File: config.mk
export PLATFORM = sky130hd
export DESIGN_NAME = range_alert_flat
export DESIGN_NICKNAME = d
export VERILOG_FILES = /design/src/rtl/range_alert_if.sv /design/src/rtl/range_alert.sv /design/src/flat_wrapper.sv
export SDC_FILE = /design/constraint.sdc
export NUM_CORES = 1
export LEC_CHECK = 0
export CORE_MARGIN = 3
export CORE_UTILIZATION = 45
export DETAILED_ROUTE_END_ITERATION = 7
export GPL_ROUTABILITY_DRIVEN = 0
export GPL_TIMING_DRIVEN = 0
export PLACE_DENSITY_LB_ADDON = 0.15
export SYNTH_ARGS = -nofsm -noshare
export SYNTH_HDL_FRONTEND = slang
export SYNTH_SLANG_ARGS = --single-unit
File: constraint.sdc
create_clock -name sys_clk -period 7.6 [get_ports sys_clk]
set_clock_uncertainty 0.05 [all_clocks]
set_input_delay 1.52 -clock sys_clk [delete_from_list [all_inputs] [get_ports sys_clk]]
set_output_delay 1.52 -clock sys_clk [all_outputs]
set_load 0.01 [all_outputs]
File: src/rtl/range_alert_if.sv
// Ranger-to-alert bus: measurement strobe in, filtered distance, zone and motor drive out.
// The master side is the ranging stage; the slave side is range_alert.
interface range_alert_if;
    logic        meas_valid;
    logic [15:0] meas_us;
    logic        meas_timeout;
    logic [8:0]  dist_cm;
    logic        dist_valid;
    logic [1:0]  zone;
    logic        motor_en;
    logic        fault;

    modport master (
        output meas_valid, meas_us, meas_timeout,
        input  dist_cm, dist_valid, zone, motor_en, fault
    );

    modport slave (
        input  meas_valid, meas_us, meas_timeout,
        output dist_cm, dist_valid, zone, motor_en, fault
    );
endinterface

File: src/rtl/range_alert.sv
// Echo width -> cm conversion, median-of-3 filter, hysteretic proximity zones,
// glitch-free vibration PWM and a stale-measurement watchdog.
module range_alert #(
    parameter int NEAR_CM      = 50,
    parameter int FAR_CM       = 150,
    parameter int HYST_CM      = 5,
    parameter int MAX_CM       = 400,
    parameter int DUTY_NEAR    = 224,
    parameter int DUTY_FAR     = 64,
    parameter int STALE_CYCLES = 2500000
) (
    input  logic         sys_clk,
    input  logic         sys_rst,
    range_alert_if.slave bus
);

    localparam int SW = $clog2(STALE_CYCLES + 1);
    localparam logic [8:0]    NEAR_LO    = 9'(NEAR_CM);
    localparam logic [8:0]    FAR_LO     = 9'(FAR_CM);
    localparam logic [8:0]    NEAR_HI    = 9'(NEAR_CM + HYST_CM);
    localparam logic [8:0]    FAR_HI     = 9'(FAR_CM + HYST_CM);
    localparam logic [SW-1:0] STALE_LAST = SW'(STALE_CYCLES - 1);
    localparam logic [SW-1:0] STALE_MAX  = SW'(STALE_CYCLES);

    typedef enum logic [1:0] {
        Z_CLEAR = 2'd0,
        Z_FAR   = 2'd1,
        Z_NEAR  = 2'd2,
        Z_STALE = 2'd3
    } zone_t;

    function automatic logic [8:0] med3(input logic [8:0] a, input logic [8:0] b,
                                        input logic [8:0] c);
        logic [8:0] lo, hi, hc;
        lo = (a < b) ? a : b;
        hi = (a < b) ? b : a;
        hc = (hi < c) ? hi : c;
        return (lo > hc) ? lo : hc;
    endfunction

    logic [15:0]   cm_raw;
    logic [8:0]    cm_in;
    logic          conv_vld;
    logic [8:0]    conv_cm;
    logic [8:0]    s0, s1;
    logic [1:0]    fill;
    logic [8:0]    dist_cm_q;
    logic          dist_vld;
    logic [SW-1:0] stale_cnt;
    logic          stale_hit;
    zone_t         zone_q, zone_d;
    logic [7:0]    zone_duty;
    logic [7:0]    pwm_cnt;
    logic [7:0]    active_duty;
    logic          motor_q;

    // 1130/65536 ~= 1/58 us-per-cm; the full 32-bit product keeps every input exact
    always_comb begin
        cm_raw = 16'(({16'd0, bus.meas_us} * 32'd1130) >> 16);
        cm_in  = cm_raw[8:0];
        if (bus.meas_timeout || cm_raw > 16'(MAX_CM))
            cm_in = 9'(MAX_CM);
    end

    assign stale_hit = !bus.meas_valid && (stale_cnt == STALE_LAST);

    always_ff @(posedge sys_clk or posedge sys_rst) begin
        if (sys_rst) begin
            conv_vld  <= 1'b0;
            conv_cm   <= '0;
            s0        <= '0;
            s1        <= '0;
            fill      <= '0;
            dist_cm_q <= '0;
            dist_vld  <= 1'b0;
            stale_cnt <= '0;
        end else begin
            conv_vld <= bus.meas_valid;
            if (bus.meas_valid)
                conv_cm <= cm_in;

            // s0/s1 plus the arriving sample form the three-entry window
            if (conv_vld) begin
                s0 <= conv_cm;
                s1 <= s0;
            end
            if (stale_hit)
                fill <= '0;
            else if (conv_vld && fill != 2'd3)
                fill <= fill + 2'd1;

            dist_vld <= conv_vld && (fill >= 2'd2);
            if (conv_vld && fill >= 2'd2)
                dist_cm_q <= med3(conv_cm, s0, s1);

            if (bus.meas_valid)
                stale_cnt <= '0;
            else if (stale_cnt != STALE_MAX)
                stale_cnt <= stale_cnt + 1'b1;
        end
    end

    always_ff @(posedge sys_clk or posedge sys_rst) begin
        if (sys_rst) zone_q <= Z_CLEAR;
        else         zone_q <= zone_d;
    end

    // STALE re-enters through the CLEAR row once the refilled window yields a distance
    always_comb begin
        zone_d = zone_q;
        if (stale_hit)
            zone_d = Z_STALE;
        else if (dist_vld) begin
            case (zone_q)
                Z_FAR: begin
                    if (dist_cm_q < NEAR_LO)      zone_d = Z_NEAR;
                    else if (dist_cm_q >= FAR_HI) zone_d = Z_CLEAR;
                end
                Z_NEAR: begin
                    if (dist_cm_q >= FAR_HI)       zone_d = Z_CLEAR;
                    else if (dist_cm_q >= NEAR_HI) zone_d = Z_FAR;
                end
                default: begin
                    if (dist_cm_q < NEAR_LO)     zone_d = Z_NEAR;
                    else if (dist_cm_q < FAR_LO) zone_d = Z_FAR;
                    else                         zone_d = Z_CLEAR;
                end
            endcase
        end
    end

    always_comb begin
        zone_duty = 8'd0;
        case (zone_q)
            Z_NEAR:  zone_duty = 8'(DUTY_NEAR);
            Z_FAR:   zone_duty = 8'(DUTY_FAR);
            default: zone_duty = 8'd0;
        endcase
    end

    // Duty only changes at the period boundary so pulses are never clipped,
    // except a stale fault which kills the motor straight away.
    always_ff @(posedge sys_clk or posedge sys_rst) begin
        if (sys_rst) begin
            pwm_cnt     <= '0;
            active_duty <= '0;
            motor_q     <= 1'b0;
        end else begin
            pwm_cnt <= pwm_cnt + 8'd1;
            if (stale_hit)
                active_duty <= '0;
            else if (pwm_cnt == 8'hFF)
                active_duty <= zone_duty;
            motor_q <= (pwm_cnt < active_duty);
        end
    end

    assign bus.dist_cm    = dist_cm_q;
    assign bus.dist_valid = dist_vld;
    assign bus.zone       = zone_q;
    assign bus.motor_en   = motor_q;
    assign bus.fault      = (zone_q == Z_STALE);

endmodule
File: src/flat_wrapper.sv
// flat-port wrapper written by rule: the top's interface ports become plain ports
module range_alert_flat 
#(
    parameter int NEAR_CM      = 50,
    parameter int FAR_CM       = 150,
    parameter int HYST_CM      = 5,
    parameter int MAX_CM       = 400,
    parameter int DUTY_NEAR    = 224,
    parameter int DUTY_FAR     = 64,
    parameter int STALE_CYCLES = 2500000
)
  (sys_clk, sys_rst, bus_meas_valid, bus_meas_us, bus_meas_timeout, bus_dist_cm, bus_dist_valid, bus_zone, bus_motor_en, bus_fault);
  range_alert_if bus_i ();
  input  logic sys_clk;
  input  logic sys_rst;
  input wire logic [$bits(bus_i.meas_valid)-1:0] bus_meas_valid;
  input wire logic [$bits(bus_i.meas_us)-1:0] bus_meas_us;
  input wire logic [$bits(bus_i.meas_timeout)-1:0] bus_meas_timeout;
  output wire logic [$bits(bus_i.dist_cm)-1:0] bus_dist_cm;
  output wire logic [$bits(bus_i.dist_valid)-1:0] bus_dist_valid;
  output wire logic [$bits(bus_i.zone)-1:0] bus_zone;
  output wire logic [$bits(bus_i.motor_en)-1:0] bus_motor_en;
  output wire logic [$bits(bus_i.fault)-1:0] bus_fault;
  assign bus_i.meas_valid = bus_meas_valid;
  assign bus_i.meas_us = bus_meas_us;
  assign bus_i.meas_timeout = bus_meas_timeout;
  assign bus_dist_cm = bus_i.dist_cm;
  assign bus_dist_valid = bus_i.dist_valid;
  assign bus_zone = bus_i.zone;
  assign bus_motor_en = bus_i.motor_en;
  assign bus_fault = bus_i.fault;
  range_alert #(.NEAR_CM(NEAR_CM), .FAR_CM(FAR_CM), .HYST_CM(HYST_CM), .MAX_CM(MAX_CM), .DUTY_NEAR(DUTY_NEAR), .DUTY_FAR(DUTY_FAR), .STALE_CYCLES(STALE_CYCLES)) u_core (.sys_clk(sys_clk), .sys_rst(sys_rst), .bus(bus_i));
endmodule
======== After elaboration in Yosys (flattened, before gate mapping) ========
Cells that the tools add are included.
operators by class
  multipliers ............................. 1
  reductions and logical operators ........ 10
  equality and inequality tests ........... 9
  $lt $le $gt $ge ......................... 10
  mux-type cells .......................... 21
  add/sub/neg operators ................... 3
operators with widths
  cell                    number
  $mux 9                  5
  $mux 22                 2
  $mul 16x10->26 const B  1
  $add 22x1->22 const B   1
  $eq 22x22->1 const B    1
  $ne 22x22->1 const B    1
  $lt 9x9->1              2
  $mux 2                  9
  $mux 8                  2
  $pmux 8 s2              1
  $gt 11x9->1 const B     1
  $ge 9x6->1 const B      1
  $ge 9x8->1 const B      1
  $gt 9x9->1              1
  $lt 9x6->1 const B      1
  $lt 9x8->1 const B      1
  $add 8x1->8 const B     1
  $eq 8x8->1 const B      1
  $lt 8x8->1              1
  $ne 4x1->1 const B      2
  $reduce_bool 2->1       4
  $eq 2x2->1 const B      2
  $pmux 2 s2              1
  $logic_and 1x1->1       3
  8 further kinds         8
storage, ports and cells
  word-level logic and storage cells ...... 66
  register bits ........................... 81
  input port bits ......................... 20

======== Depth between registers and ports, before layout ========
  word-level depth ........................ 6
  mapped depth ............................ 30
  depth with buffers taken out ............ 25

======== Worst setup path after synthesis ========
No wires, ideal clock.
  path type ............................... in2reg
  start ................................... input port bus_meas_us[5]
  end ..................................... register u_core.conv_cm[1]
  setup slack ............................. 1,874 ps
  cell stages on the path ................. 17
  library setup time ...................... 101 ps
  data arrival time ....................... 5,575 ps
  path through ............................ ha_1 ha_1 inv_1 fa_1 inv_1 fa_1 inv_1 fa_1 inv_1 ha_1 a21oi_1 o221ai_1 a21oi_1 nor3_1 nor4_1 a311oi_2 o32ai_1
between the ends
  longest elaborated chain between the ends .. 4
ends and longest elaborated chain
  element                 RTL line            source
  start: declaration      flat_wrapper.sv:17  input wire logic [$bits(bus_i.meas_us)-1:0] bus_meas_us;
  $mul 16x10->26 *        range_alert.sv:59   cm_raw = 16'(({16'd0, bus.meas_us} * 32'd1130) >> 16);
  $gt 11x9->1             range_alert.sv:61   if (bus.meas_timeout || cm_raw > 16'(MAX_CM))
  $logic_or 1x1->1        range_alert.sv:61
  $mux 9 *                range_alert.sv:61
  end signal: assignment  range_alert.sv:80   conv_cm <= cm_in;
  end: declaration        range_alert.sv:44   logic [8:0] conv_cm;
Every way passes the cells marked *; elsewhere a longest branch is shown, timed or not.
A chain may end at the register's enable or synchronous reset.

======== Final worst setup path ========
  start ................................... register u_core.s0[6]
  end ..................................... register u_core.dist_cm_q[0] (netlist: u_core.bus.dist_cm[0])
between the ends
  longest elaborated chain between the ends .. 6
ends and longest elaborated chain
  element                   RTL line                              source
  start: declaration        range_alert.sv:45                     logic [8:0] s0, s1;
  start signal: assignment  range_alert.sv:84                     s0 <= conv_cm;
  $lt 9x9->1                range_alert.sv:35, range_alert.sv:36
  $mux 9                    range_alert.sv:36                     hi = (a < b) ? b : a;
  $lt 9x9->1                range_alert.sv:37                     hc = (hi < c) ? hi : c;
  $mux 9                    range_alert.sv:37
  $gt 9x9->1                range_alert.sv:38                     return (lo > hc) ? lo : hc;
  $mux 9 *                  range_alert.sv:38
  end signal: assignment    range_alert.sv:94                     dist_cm_q <= med3(conv_cm, s0, s1);
  end: declaration          range_alert.sv:47                     logic [8:0] dist_cm_q;
Marked as above.

==> metrics.md <==
| Metric | Value |
|---|---|
| Status | `completed` |
| Layout Area Growth over Synthesis | `13.4%` |
| Largest net degree at the start of global routing | `64` |
| CP endpoint kind | `register` |
| Final setup viols | `0` |
| Critical Path RT | `7.74 ns` |
| I/O pin cnt | `34` |
| Inst Count DP | `991` |
| 1st-pass router iterations | `5` |
| Setup TNS | `0 ns` |
| Die extent in x | `130 µm` |
| F_max | `0.151 GHz` |
| FF+latch count, synth | `75` |
| TritonCTS clock tree | `yes` |
| Max-cap viol count | `0` |
| Least-Margin Pin Slew | `1.05 ns` |
| CP most frequent cell | `a21oi_1` |
| Clock period minus worst slack | `6.63 ns` |
| Final-report max-slew violation count | `0` |
| Root Driver | `clkbuf_16` |
| Lkg Pwr | `3.79 nW` |
| Routed Antenna Nets | `0` |
| Total Routed Length | `14.4 mm` |
| Final Hold Fails | `0` |
| Drt initial violations | `323` |
| Crit path kind | `register to register` |
| Clock Latency Late Sink | `0.34 ns` |
| Net count after synthesis | `945` |
| Crit path DAT | `6.77 ns` |
| CP startpoint kind | `register` |
| Htree depth | `3` |
| Maximum vdd ir drop | `0.155 mV` |
| Clock sinks | `75` |
| Fin cells | `1,006` |
| First-pass GRT wire length | `24.9 mm` |
| Post-CTS setup repair buffer count | `0` |
| Post-CTS sizing | `0` |
| CP max stage cell | `a31oi_1` |
| GRT Util Overall | `17.8%` |
| Vias in the first global route | `5,548` |
| FFs w/ async S/R, synth | `100%` |
| Via count | `5,472` |
| Initial antenna violation count | `0` |
| Post-synth EDFFs | `0` |
| Clk pin slew, worst setup/hold paths | `0.06 ns` |
| N_diodes | `0` |
| Multi-input logic area | `4540 µm²` |
| WL/cell | `14.3 µm` |
| Row count | `44` |
| Fin nets | `990` |
| Final Cycle Share | `87.3%` |
| Commonest non-fill, non-tap cell in the layout | `ha_1` |
| CP Max Fanout | `10` |
| Count of cell types in the netlist | `53` |
| Critical Path Max Stage Delay | `0.69 ns` |
| Synthesized area per cell | `9.00 µm²` |
| Die H | `130 µm` |
| Max clock buf depth | `2` |
| Share of cells above drive strength 1 | `3.77%` |
| Sequential-to-total area share from yosys stat | `27.0%` |
| Grt ovf | `0` |
| Synth warn | `0` |
| Synth Cell Area | `6960 µm²` |
| # fillers | `1,342` |
| IO Port Bufs | `33` |
| Mapped Cells | `773` |
| Min-delay worst type | `register to register` |
| Power density cells | `358 nW/µm²` |
| Post-synth top flop | `dfrtp_1` |
| DIE AREA | `17,000 µm²` |
| Slew headroom | `29.6%` |
| Vias per cell | `5.44` |
| DP HPWL | `11.7 mm` |
| # hold bufs at CTS | `0` |
| CTS buffer count | `9` |
| Core Area | `14,800 µm²` |
| DRC | `0` |
| Commonest non-fill, non-tap cells in the layout | `ha_1, inv_1, dfrtp_1` |
| Sequential cell area | `1880 µm²` |
| Initial Utilization | `47.0%` |
| RSZ-0062 raised after global routing | `false` |
[critical path, delay by kind of cell (launching register included)]
family	cells	cell delay (ns)
AO/OA/AOI/OAI	15	2.84
buffers and inverters	7	1.36
adder cells (fa/ha/maj)	3	0.93
AND/OR/NAND/NOR	3	0.55
flip-flops	1	0.39
multiplexers	1	0.34
[path summary, 6_finish.rpt]
kind | from | end | slack (ns) | depth (start not counted)
setup / recovery | u_core.s0[6] | u_core.bus.dist_cm[0] | 0.97 | 29
hold / removal | u_core.pwm_cnt[0] | u_core.pwm_cnt[0] | 0.40 | 1
setup reg to reg | u_core.s0[6] | u_core.bus.dist_cm[0] | 0.97 | 29
hold reg to reg | u_core.pwm_cnt[0] | u_core.pwm_cnt[0] | 0.40 | 1
max in group asynchronous | sys_rst | u_core.s1[3] | 5.54 | 3
min in group asynchronous | sys_rst | u_core.bus.zone[1] | 1.41 | 2
[layout make-up]
cell class / instances / area share (%)
timing repair buffer: 34 / 4.54
clock buffer: 9 / 2.85
tap: 184 / 2.92
inverter: 118 / 5.65
multi-input combinational: 560 / 57.5
clock inverter: 6 / 1.44
sequential: 75 / 23.8
buffer: 20 / 1.33
[cells by family (layout without fill, tap and decap cells)]
kind of cell | Yosys count | after routing | share of synthesized area (%)
AO/OA/AOI/OAI | 163 | 163 | 14.8
XOR/XNOR | 35 | 35 | 4.40
adder cells (fa/ha/maj) | 152 | 152 | 30.9
buffers and inverters | 138 | 187 | 7.87
flip-flops | 75 | 75 | 27.0
multiplexers | 14 | 14 | 2.03
AND/OR/NAND/NOR | 196 | 196 | 13.0
[through the flow]
step                      utilization [%]  total power (W)  instance area (µm²)  setup slack, ns  hold WS (ns)
final                                53.3          0.00282                 7890            0.967         0.401
after floorplan                         -          0.00189                 6960             1.87         0.372
after CTS                            53.3          0.00283                 7890             1.03         0.404
after global placement               50.8          0.00228                 7520            0.782         0.386
after global routing                 53.3          0.00311                 7890            0.481         0.451
after detailed placement             51.0          0.00233                 7550            0.692         0.395
[layer usage]
metal  vias up  GRT usage [%]  wire length (µm)
li1       2748              -                 -
met1      2608           22.5              6640
met2        97           31.5              7030
met3        19           2.28               442
met4         0           6.29               240
met5         -              0                 0
[report_power, final]
part / switching [W] / internal, W
sequential: 0.000103 / 0.000485
combinational: 0.00101 / 0.000740
clock: 0.000165 / 0.000320
[synth_stat cells (all sizes together), types with 2 or more instances]
| library cell | number | area share [%] |
|---|---|---|
| ha | 119 | 21 |
| inv | 118 | 6.4 |
| dfrtp | 75 | 27 |
| nand2 | 64 | 3.5 |
| o21ai | 61 | 4.5 |
| nor2 | 54 | 2.9 |
| fa | 33 | 9.5 |
| a21oi | 28 | 2.0 |
| a31oi | 22 | 2.0 |
| xor2 | 20 | 2.5 |
| nand3 | 17 | 1.2 |
| nand4 | 15 | 1.3 |
| xnor2 | 15 | 1.9 |
| clkbuf | 14 | 0.75 |
| mux2i | 13 | 1.9 |
| nor3 | 11 | 0.79 |
| a21o | 9 | 0.97 |
| and3 | 8 | 0.72 |
| buf | 6 | 0.75 |
| nand2b | 6 | 0.54 |
| nor4 | 6 | 0.54 |
| a211oi | 5 | 0.54 |
| nor2b | 5 | 0.45 |
| o21a | 5 | 0.54 |
| a211o | 4 | 0.50 |
| o32ai | 4 | 0.50 |
| a311oi | 3 | 0.47 |
| o211ai | 3 | 0.32 |
| o22a | 3 | 0.38 |
| o22ai | 3 | 0.27 |
| or3 | 3 | 0.27 |
| and2 | 2 | 0.18 |
| nand4b | 2 | 0.25 |
| o21bai | 2 | 0.22 |
| o311ai | 2 | 0.50 |
| or2 | 2 | 0.18 |
[sequential cells by signal, summed over array words and instances, names as in the netlist]
signal,cells
u_core.conv_vld,1
u_core.conv_cm,9
u_core.bus.motor_en,1
u_core.stale_cnt,22
u_core.bus.dist_cm,9
u_core.s0,9
u_core.s1,9
u_core.pwm_cnt,8
u_core.bus.dist_valid,1
u_core.bus.zone,2
u_core.active_duty,2
u_core.fill,2
No activity file was read; power rests on OpenSTA's default activity.
